**src/rtl/nonce_dispatcher_if.sv**
```systemverilog
// Handshake and broadcast bundle between the nonce dispatcher and its
// consumer / SHA core bank. Widths follow the dispatcher parameters.
interface nonce_dispatcher_if #(
    parameter int NCORE   = 4,
    parameter int ROUNDS  = 64,
    parameter int NONCE_W = 32
);
    localparam int CW = (ROUNDS > 1) ? $clog2(ROUNDS) : 1;
    localparam int IW = (NCORE > 1) ? $clog2(NCORE) : 1;

    // Job control and core/consumer feedback
    logic               job_start;
    logic               job_abort;
    logic [NCORE-1:0]   core_found;
    logic               found_ack;

    // Dispatcher outputs
    logic [CW-1:0]      cycle;
    logic               hash_start;
    logic [NONCE_W-1:0] nonce_base;
    logic               busy;
    logic               found_valid;
    logic [NONCE_W-1:0] found_nonce;
    logic [IW-1:0]      found_core;
    logic               exhausted;

    // Dispatcher side
    modport slave (
        input  job_start, job_abort, core_found, found_ack,
        output cycle, hash_start, nonce_base, busy,
               found_valid, found_nonce, found_core, exhausted
    );

    // Job owner / consumer side
    modport master (
        output job_start, job_abort, core_found, found_ack,
        input  cycle, hash_start, nonce_base, busy,
               found_valid, found_nonce, found_core, exhausted
    );
endinterface

```
**src/rtl/nonce_dispatcher.sv**
```systemverilog
// Nonce search sequencer for a bank of NCORE SHA-256 cores. Core i hashes
// nonce_base + i*RANGE, so each core owns one equal slice of the nonce space.
// The dispatcher steps nonce_base once per hash, arbitrates hits (lowest core
// index wins), reports the winner over a valid/ack handshake and flags
// exhaustion when every slice has been searched without a hit.
module nonce_dispatcher #(
    parameter int NCORE   = 4,
    parameter int ROUNDS  = 64,
    parameter int NONCE_W = 32
) (
    input  logic               clk,
    input  logic               n_rst,
    nonce_dispatcher_if.slave  bus
);
    localparam int CW = (ROUNDS > 1) ? $clog2(ROUNDS) : 1;
    localparam int IW = (NCORE > 1) ? $clog2(NCORE) : 1;

    // Slice size; the highest core's offset plus the highest base always
    // stays below 2^NONCE_W, so found_nonce never overflows.
    localparam logic [NONCE_W-1:0] ALL_ONES   = {NONCE_W{1'b1}};
    localparam logic [NONCE_W-1:0] RANGE      = ALL_ONES / NONCE_W'(NCORE);
    localparam logic [NONCE_W-1:0] LAST_BASE  = RANGE - NONCE_W'(1);
    localparam logic [CW-1:0]      LAST_CYCLE = CW'(ROUNDS - 1);

    localparam logic [1:0] S_IDLE   = 2'd0;
    localparam logic [1:0] S_RUN    = 2'd1;
    localparam logic [1:0] S_REPORT = 2'd2;
    localparam logic [1:0] S_DONE   = 2'd3;

    logic [1:0]         state_q,       state_d;
    logic [CW-1:0]      cycle_q,       cycle_d;
    logic [NONCE_W-1:0] nonce_base_q,  nonce_base_d;
    logic [NONCE_W-1:0] found_nonce_q, found_nonce_d;
    logic [IW-1:0]      found_core_q,  found_core_d;

    logic [IW-1:0]      hit_idx;
    logic [NONCE_W-1:0] hit_offset;
    logic               any_hit;

    // Lowest-index priority encoder over the core hit flags
    always_comb begin
        hit_idx = '0;
        for (int i = NCORE - 1; i >= 0; i--) begin
            if (bus.core_found[i]) begin
                hit_idx = IW'(i);
            end
        end
        any_hit    = |bus.core_found;
        hit_offset = NONCE_W'(hit_idx) * RANGE;
    end

    // Next-state logic; abort overrides everything else in the same clock
    always_comb begin
        state_d       = state_q;
        cycle_d       = cycle_q;
        nonce_base_d  = nonce_base_q;
        found_nonce_d = found_nonce_q;
        found_core_d  = found_core_q;

        case (state_q)
            S_IDLE, S_DONE: begin
                if (bus.job_start) begin
                    state_d      = S_RUN;
                    cycle_d      = '0;
                    nonce_base_d = '0;
                end
            end
            S_RUN: begin
                if (cycle_q == LAST_CYCLE) begin
                    cycle_d = '0;
                    if (any_hit) begin
                        found_core_d  = hit_idx;
                        found_nonce_d = nonce_base_q + hit_offset;
                        state_d       = S_REPORT;
                    end else if (nonce_base_q == LAST_BASE) begin
                        state_d = S_DONE;
                    end else begin
                        nonce_base_d = nonce_base_q + NONCE_W'(1);
                    end
                end else begin
                    cycle_d = cycle_q + CW'(1);
                end
            end
            S_REPORT: begin
                // found_valid is decoded from this state, so an ack seen
                // on the entering clock never reaches this branch
                if (bus.found_ack) begin
                    state_d = S_IDLE;
                end
            end
            default: state_d = S_IDLE;
        endcase

        if (bus.job_abort) begin
            state_d      = S_IDLE;
            cycle_d      = '0;
            nonce_base_d = '0;
        end
    end

    // State and datapath registers with asynchronous clear
    always_ff @(posedge clk or negedge n_rst) begin
        if (!n_rst) begin
            state_q       <= S_IDLE;
            cycle_q       <= '0;
            nonce_base_q  <= '0;
            found_nonce_q <= '0;
            found_core_q  <= '0;
        end else begin
            state_q       <= state_d;
            cycle_q       <= cycle_d;
            nonce_base_q  <= nonce_base_d;
            found_nonce_q <= found_nonce_d;
            found_core_q  <= found_core_d;
        end
    end

    // Outputs come straight from registers or decodes of the state register
    assign bus.cycle       = cycle_q;
    assign bus.nonce_base  = nonce_base_q;
    assign bus.found_nonce = found_nonce_q;
    assign bus.found_core  = found_core_q;
    assign bus.hash_start  = (state_q == S_RUN) && (cycle_q == '0);
    assign bus.busy        = (state_q == S_RUN) || (state_q == S_REPORT);
    assign bus.found_valid = (state_q == S_REPORT);
    assign bus.exhausted   = (state_q == S_DONE);
endmodule

```
**src/flat_wrapper.sv**
```systemverilog
// flat-port wrapper written by rule: the top's interface ports become plain ports
module nonce_dispatcher_flat 
#(
    parameter int NCORE   = 4,
    parameter int ROUNDS  = 64,
    parameter int NONCE_W = 32
)
  (clk, n_rst, bus_job_start, bus_job_abort, bus_core_found, bus_found_ack, bus_cycle, bus_hash_start, bus_nonce_base, bus_busy, bus_found_valid, bus_found_nonce, bus_found_core, bus_exhausted);
  nonce_dispatcher_if #(.NCORE(NCORE), .ROUNDS(ROUNDS), .NONCE_W(NONCE_W)) bus_i ();
  input  logic clk;
  input  logic n_rst;
  input wire logic [$bits(bus_i.job_start)-1:0] bus_job_start;
  input wire logic [$bits(bus_i.job_abort)-1:0] bus_job_abort;
  input wire logic [$bits(bus_i.core_found)-1:0] bus_core_found;
  input wire logic [$bits(bus_i.found_ack)-1:0] bus_found_ack;
  output wire logic [$bits(bus_i.cycle)-1:0] bus_cycle;
  output wire logic [$bits(bus_i.hash_start)-1:0] bus_hash_start;
  output wire logic [$bits(bus_i.nonce_base)-1:0] bus_nonce_base;
  output wire logic [$bits(bus_i.busy)-1:0] bus_busy;
  output wire logic [$bits(bus_i.found_valid)-1:0] bus_found_valid;
  output wire logic [$bits(bus_i.found_nonce)-1:0] bus_found_nonce;
  output wire logic [$bits(bus_i.found_core)-1:0] bus_found_core;
  output wire logic [$bits(bus_i.exhausted)-1:0] bus_exhausted;
  assign bus_i.job_start = bus_job_start;
  assign bus_i.job_abort = bus_job_abort;
  assign bus_i.core_found = bus_core_found;
  assign bus_i.found_ack = bus_found_ack;
  assign bus_cycle = bus_i.cycle;
  assign bus_hash_start = bus_i.hash_start;
  assign bus_nonce_base = bus_i.nonce_base;
  assign bus_busy = bus_i.busy;
  assign bus_found_valid = bus_i.found_valid;
  assign bus_found_nonce = bus_i.found_nonce;
  assign bus_found_core = bus_i.found_core;
  assign bus_exhausted = bus_i.exhausted;
  nonce_dispatcher #(.NCORE(NCORE), .ROUNDS(ROUNDS), .NONCE_W(NONCE_W)) u_core (.clk(clk), .n_rst(n_rst), .bus(bus_i));
endmodule
```
**config.mk**
```make
export PLATFORM = sky130hd
export DESIGN_NAME = nonce_dispatcher_flat
export DESIGN_NICKNAME = d
export VERILOG_FILES = /design/src/rtl/nonce_dispatcher_if.sv /design/src/rtl/nonce_dispatcher.sv /design/src/flat_wrapper.sv
export SDC_FILE = /design/constraint.sdc
export NUM_CORES = 1
export LEC_CHECK = 0
export CAP_MARGIN = 15
export CORE_ASPECT_RATIO = 2
export CORE_MARGIN = 4
export CORE_UTILIZATION = 40
export DETAILED_ROUTE_END_ITERATION = 16
export GPL_TIMING_DRIVEN = 0
export SETUP_SLACK_MARGIN = 0.3
export SYNTH_ARGS = -nofsm -noshare
export SYNTH_HDL_FRONTEND = slang
export SYNTH_SLANG_ARGS = --single-unit
```
**constraint.sdc**
```tcl
create_clock -name clk -period 8.8 [get_ports clk]
set_input_delay 2.2 -clock clk [delete_from_list [all_inputs] [get_ports clk]]
set_output_delay 2.2 -clock clk [all_outputs]
set_load 0.03 [all_outputs]
```
==> qor.csv <==
metric,value,unit
outcome,"finished, final reports clean",
fin_skew,8.18,ps
end_kind,flop,
yosys.area.top_type,dfrtp_1,
grt_pass1_wl,28100,µm
diodes,0,
gp_congestion,0.876,
finalSetupTns,0,ps
cp_top_family,compound AO/OA/AOI/OAI gates,
rows,62,
setup_slack,2530,ps
ys_async_sr_fraction,100,%
grt.total_usage,21.1,%
setup_viol,0,
r2r_start,u_core.bus.nonce_base[9],
synthToLayoutAreaGrowth,25.0,%
worstPathArrival,6480,ps
hold_viol_final,0,
cp_data_required_time,9010,ps
cts-root-buf,clkbuf_16,
final_antenna_net_count,0,
insertion_delay,350,ps
start_util,41.1,%
overflow,0,
synthFlopType,dfrtp_1,
yosysTopAreaCellShare,31.2,%
seq_area,0.00185,mm²
maxCapViolations,0,
grt_util_met3,3.22,%
cp-endpoint,u_core.bus.found_nonce[23],
worst-path-stages,14,
dp_hpwl,13700,µm
via_count,5219,
post-cts-setup-buffers,0,
cts_tree,done,
utilization,51.4,%
hp-class,flop to flop,
total_power,0.987,mW
placed_area,0.00711,mm²
synth_nets,765,
synth_seq_cells,74,
io_buffers,84,
critPathMaxFanout,17,
vias_per_cell,5.32,
ys_seq_area_share,31.2,%
max_stage_delay,760,ps
top_usage_layer,met2,
layout_worst_path_cycle_share,71.3,%
remaining_drc_errors,0,
wire_per_inst,17.3,µm
worstMarginPinSlew,902,ps
wl,17000,µm
die_w,94.1,µm
synth_edf_count,0,
synthTopCellsByArea,"dfrtp_1 (31%), fa_1 (10%), ha_1 (8.2%)",
final_nets,863,
p_per_area,133,mW/mm²
use_met2,41.7,%
slew_headroom,39.7,%
cts.path.max_buffers,2,
crit_chain,clkdlybuf4s50_1 -> o21ai_4 -> inv_1 -> fa_1 -> ha_1 -> fa_1 -> a21o_1 -> nand4_1 -> and4_1 -> o21bai_1 -> a21oi_1 -> o21ai_0 -> xnor2_1 -> o21ai_0,
reg2reg_to,u_core.bus.found_nonce[30],
die_h,180,µm
start_kind,input port,
drv_slew,0,
syn-instance-count,687,
layout-drive-gt1-share,5.32,%
syn_avg_cell_area,8.64,µm²
final_area,0.00742,mm²
timing.final.crit_period,6270,ps
cp-startpoint,bus_core_found[3],
leakagePower,3.46,nW
multi_input_area,0.00367,mm²
r2r_slack,5180,ps
gr-usage-met1,21.2,%
grt_max_degree,40,
timing.fmax,159,MHz
coreArea,0.0144,mm²
io_pins,85,
critPathKind,input port to flop,
htreeDepth,3,
cts_buffers,9,
first_pass_iters,4,
place_ws,2140,ps
die_area,0.0170,mm²
hold_buffers,0,
slowest_stage,o21ai_4,
rsz0062_at_grt,false,
cts_sinks,74,
yosysWarnings,0,
cp_num_buf_inv,2,
clk_pin_slew,60,ps
reg2reg_depth,12,
antenna_found_initial,0,
cts_resized,0,
syn-cell-area,0.00594,mm²
drtIter0Drc,158,
peakVddDrop,0.0904,mV
fillers,1417,
grt_pass1_vias,5636,
yosysUniqueCellTypes,54,
-- layout make-up --
type / instances / area share [%]
plain buffers: 20 / 1.03
clock buffers: 9 / 3.03
clock inverters: 6 / 1.21
inverters: 97 / 4.91
multi-input cells: 496 / 49.4
flip-flops and latches: 74 / 25.0
well taps: 192 / 3.24
repair buffers: 87 / 12.2
-- cell usage in the layout, fill, tap and decap left out, types with 9 or more instances in the layout --
master,instances
inv_1,97
clkdlybuf4s50_1,83
dfrtp_1,74
nand2_1,64
nor2_1,52
o21ai_0,45
xnor2_1,41
a21oi_1,41
ha_1,39
fa_1,30
nand3_1,28
a21o_1,20
clkbuf_1,18
nand4_1,16
xor2_1,14
nor3_1,13
o21a_1,9
clkbuf_16,9
-- sequential cells by signal, indices dropped and copies added, names as in the netlist --
signal,count
u_core.bus.nonce_base,32
u_core.bus.found_nonce,32
u_core.bus.cycle,6
u_core.bus.found_core,2
u_core.state_q,2
-- cell families (layout without fill, tap and decap cells) --
family	count (synthesis)	after routing	share of synthesized area (%)
fa+ha+maj	69	69	18.3
simple gates	214	214	18.2
compound gates	152	152	15.7
xor+xnor	55	55	8.11
flops	74	74	31.2
mux	6	6	1.10
buf+inv	117	219	7.42
-- worst reg2reg max path, stage by stage (launching register included) --
cell	delay, ps
dfrtp_1	490
inv_1	170
fa_1	560
inv_1	50
ha_1	380
a21oi_1	150
o21ai_1	140
a221o_1	350
a221o_1	400
a21oi_1	320
o21ai_1	140
xnor2_1	260
o21ai_1	100
-- routing by layer --
layer  vias to the layer above  wire length (µm)
met5                         -                 0
met2                        94             10100
met4                         0               442
met3                        24               468
met1                      2598              6000
li1                       2503                 -
-- how the worst min path moves through the flow --
stage	start	to	slack (ps)	depth (start not counted)
after floorplan	u_core.state_q[0]	u_core.state_q[0]	500	2
after global placement	u_core.bus.found_nonce[27]	u_core.bus.found_nonce[27]	460	2
after detailed placement	u_core.bus.found_nonce[27]	u_core.bus.found_nonce[27]	470	2
after CTS	u_core.bus.found_nonce[29]	u_core.bus.found_nonce[29]	490	2
after global routing	u_core.bus.found_nonce[19]	u_core.bus.found_nonce[19]	510	1
final	u_core.bus.found_nonce[29]	u_core.bus.found_nonce[29]	480	2
-- power breakdown --
group | total (mW) | switching [mW] | internal [mW] | leakage [nW]
registers | 0.348 | 0.00482 | 0.344 | 1.03
logic | 0.231 | 0.150 | 0.0810 | 2.28
clock network | 0.407 | 0.159 | 0.248 | 0.152
-- synth_stat cells (9+ instances only) --
cell type,count
a21o_1,20
a21oi_1,41
clkbuf_1,18
dfrtp_1,74
fa_1,30
ha_1,39
inv_1,97
nand2_1,64
nand3_1,28
nand4_1,16
nor2_1,52
nor3_1,13
o21a_1,9
o21ai_0,46
xnor2_1,41
xor2_1,14
-- metrics by stage --
stage	hold WS, ps	cells
floorplan	499	687
global placement	464	963
detailed placement	474	966
CTS	487	981
global route	511	981
finish	478	981
No activity file was read; power rests on OpenSTA's default activity.
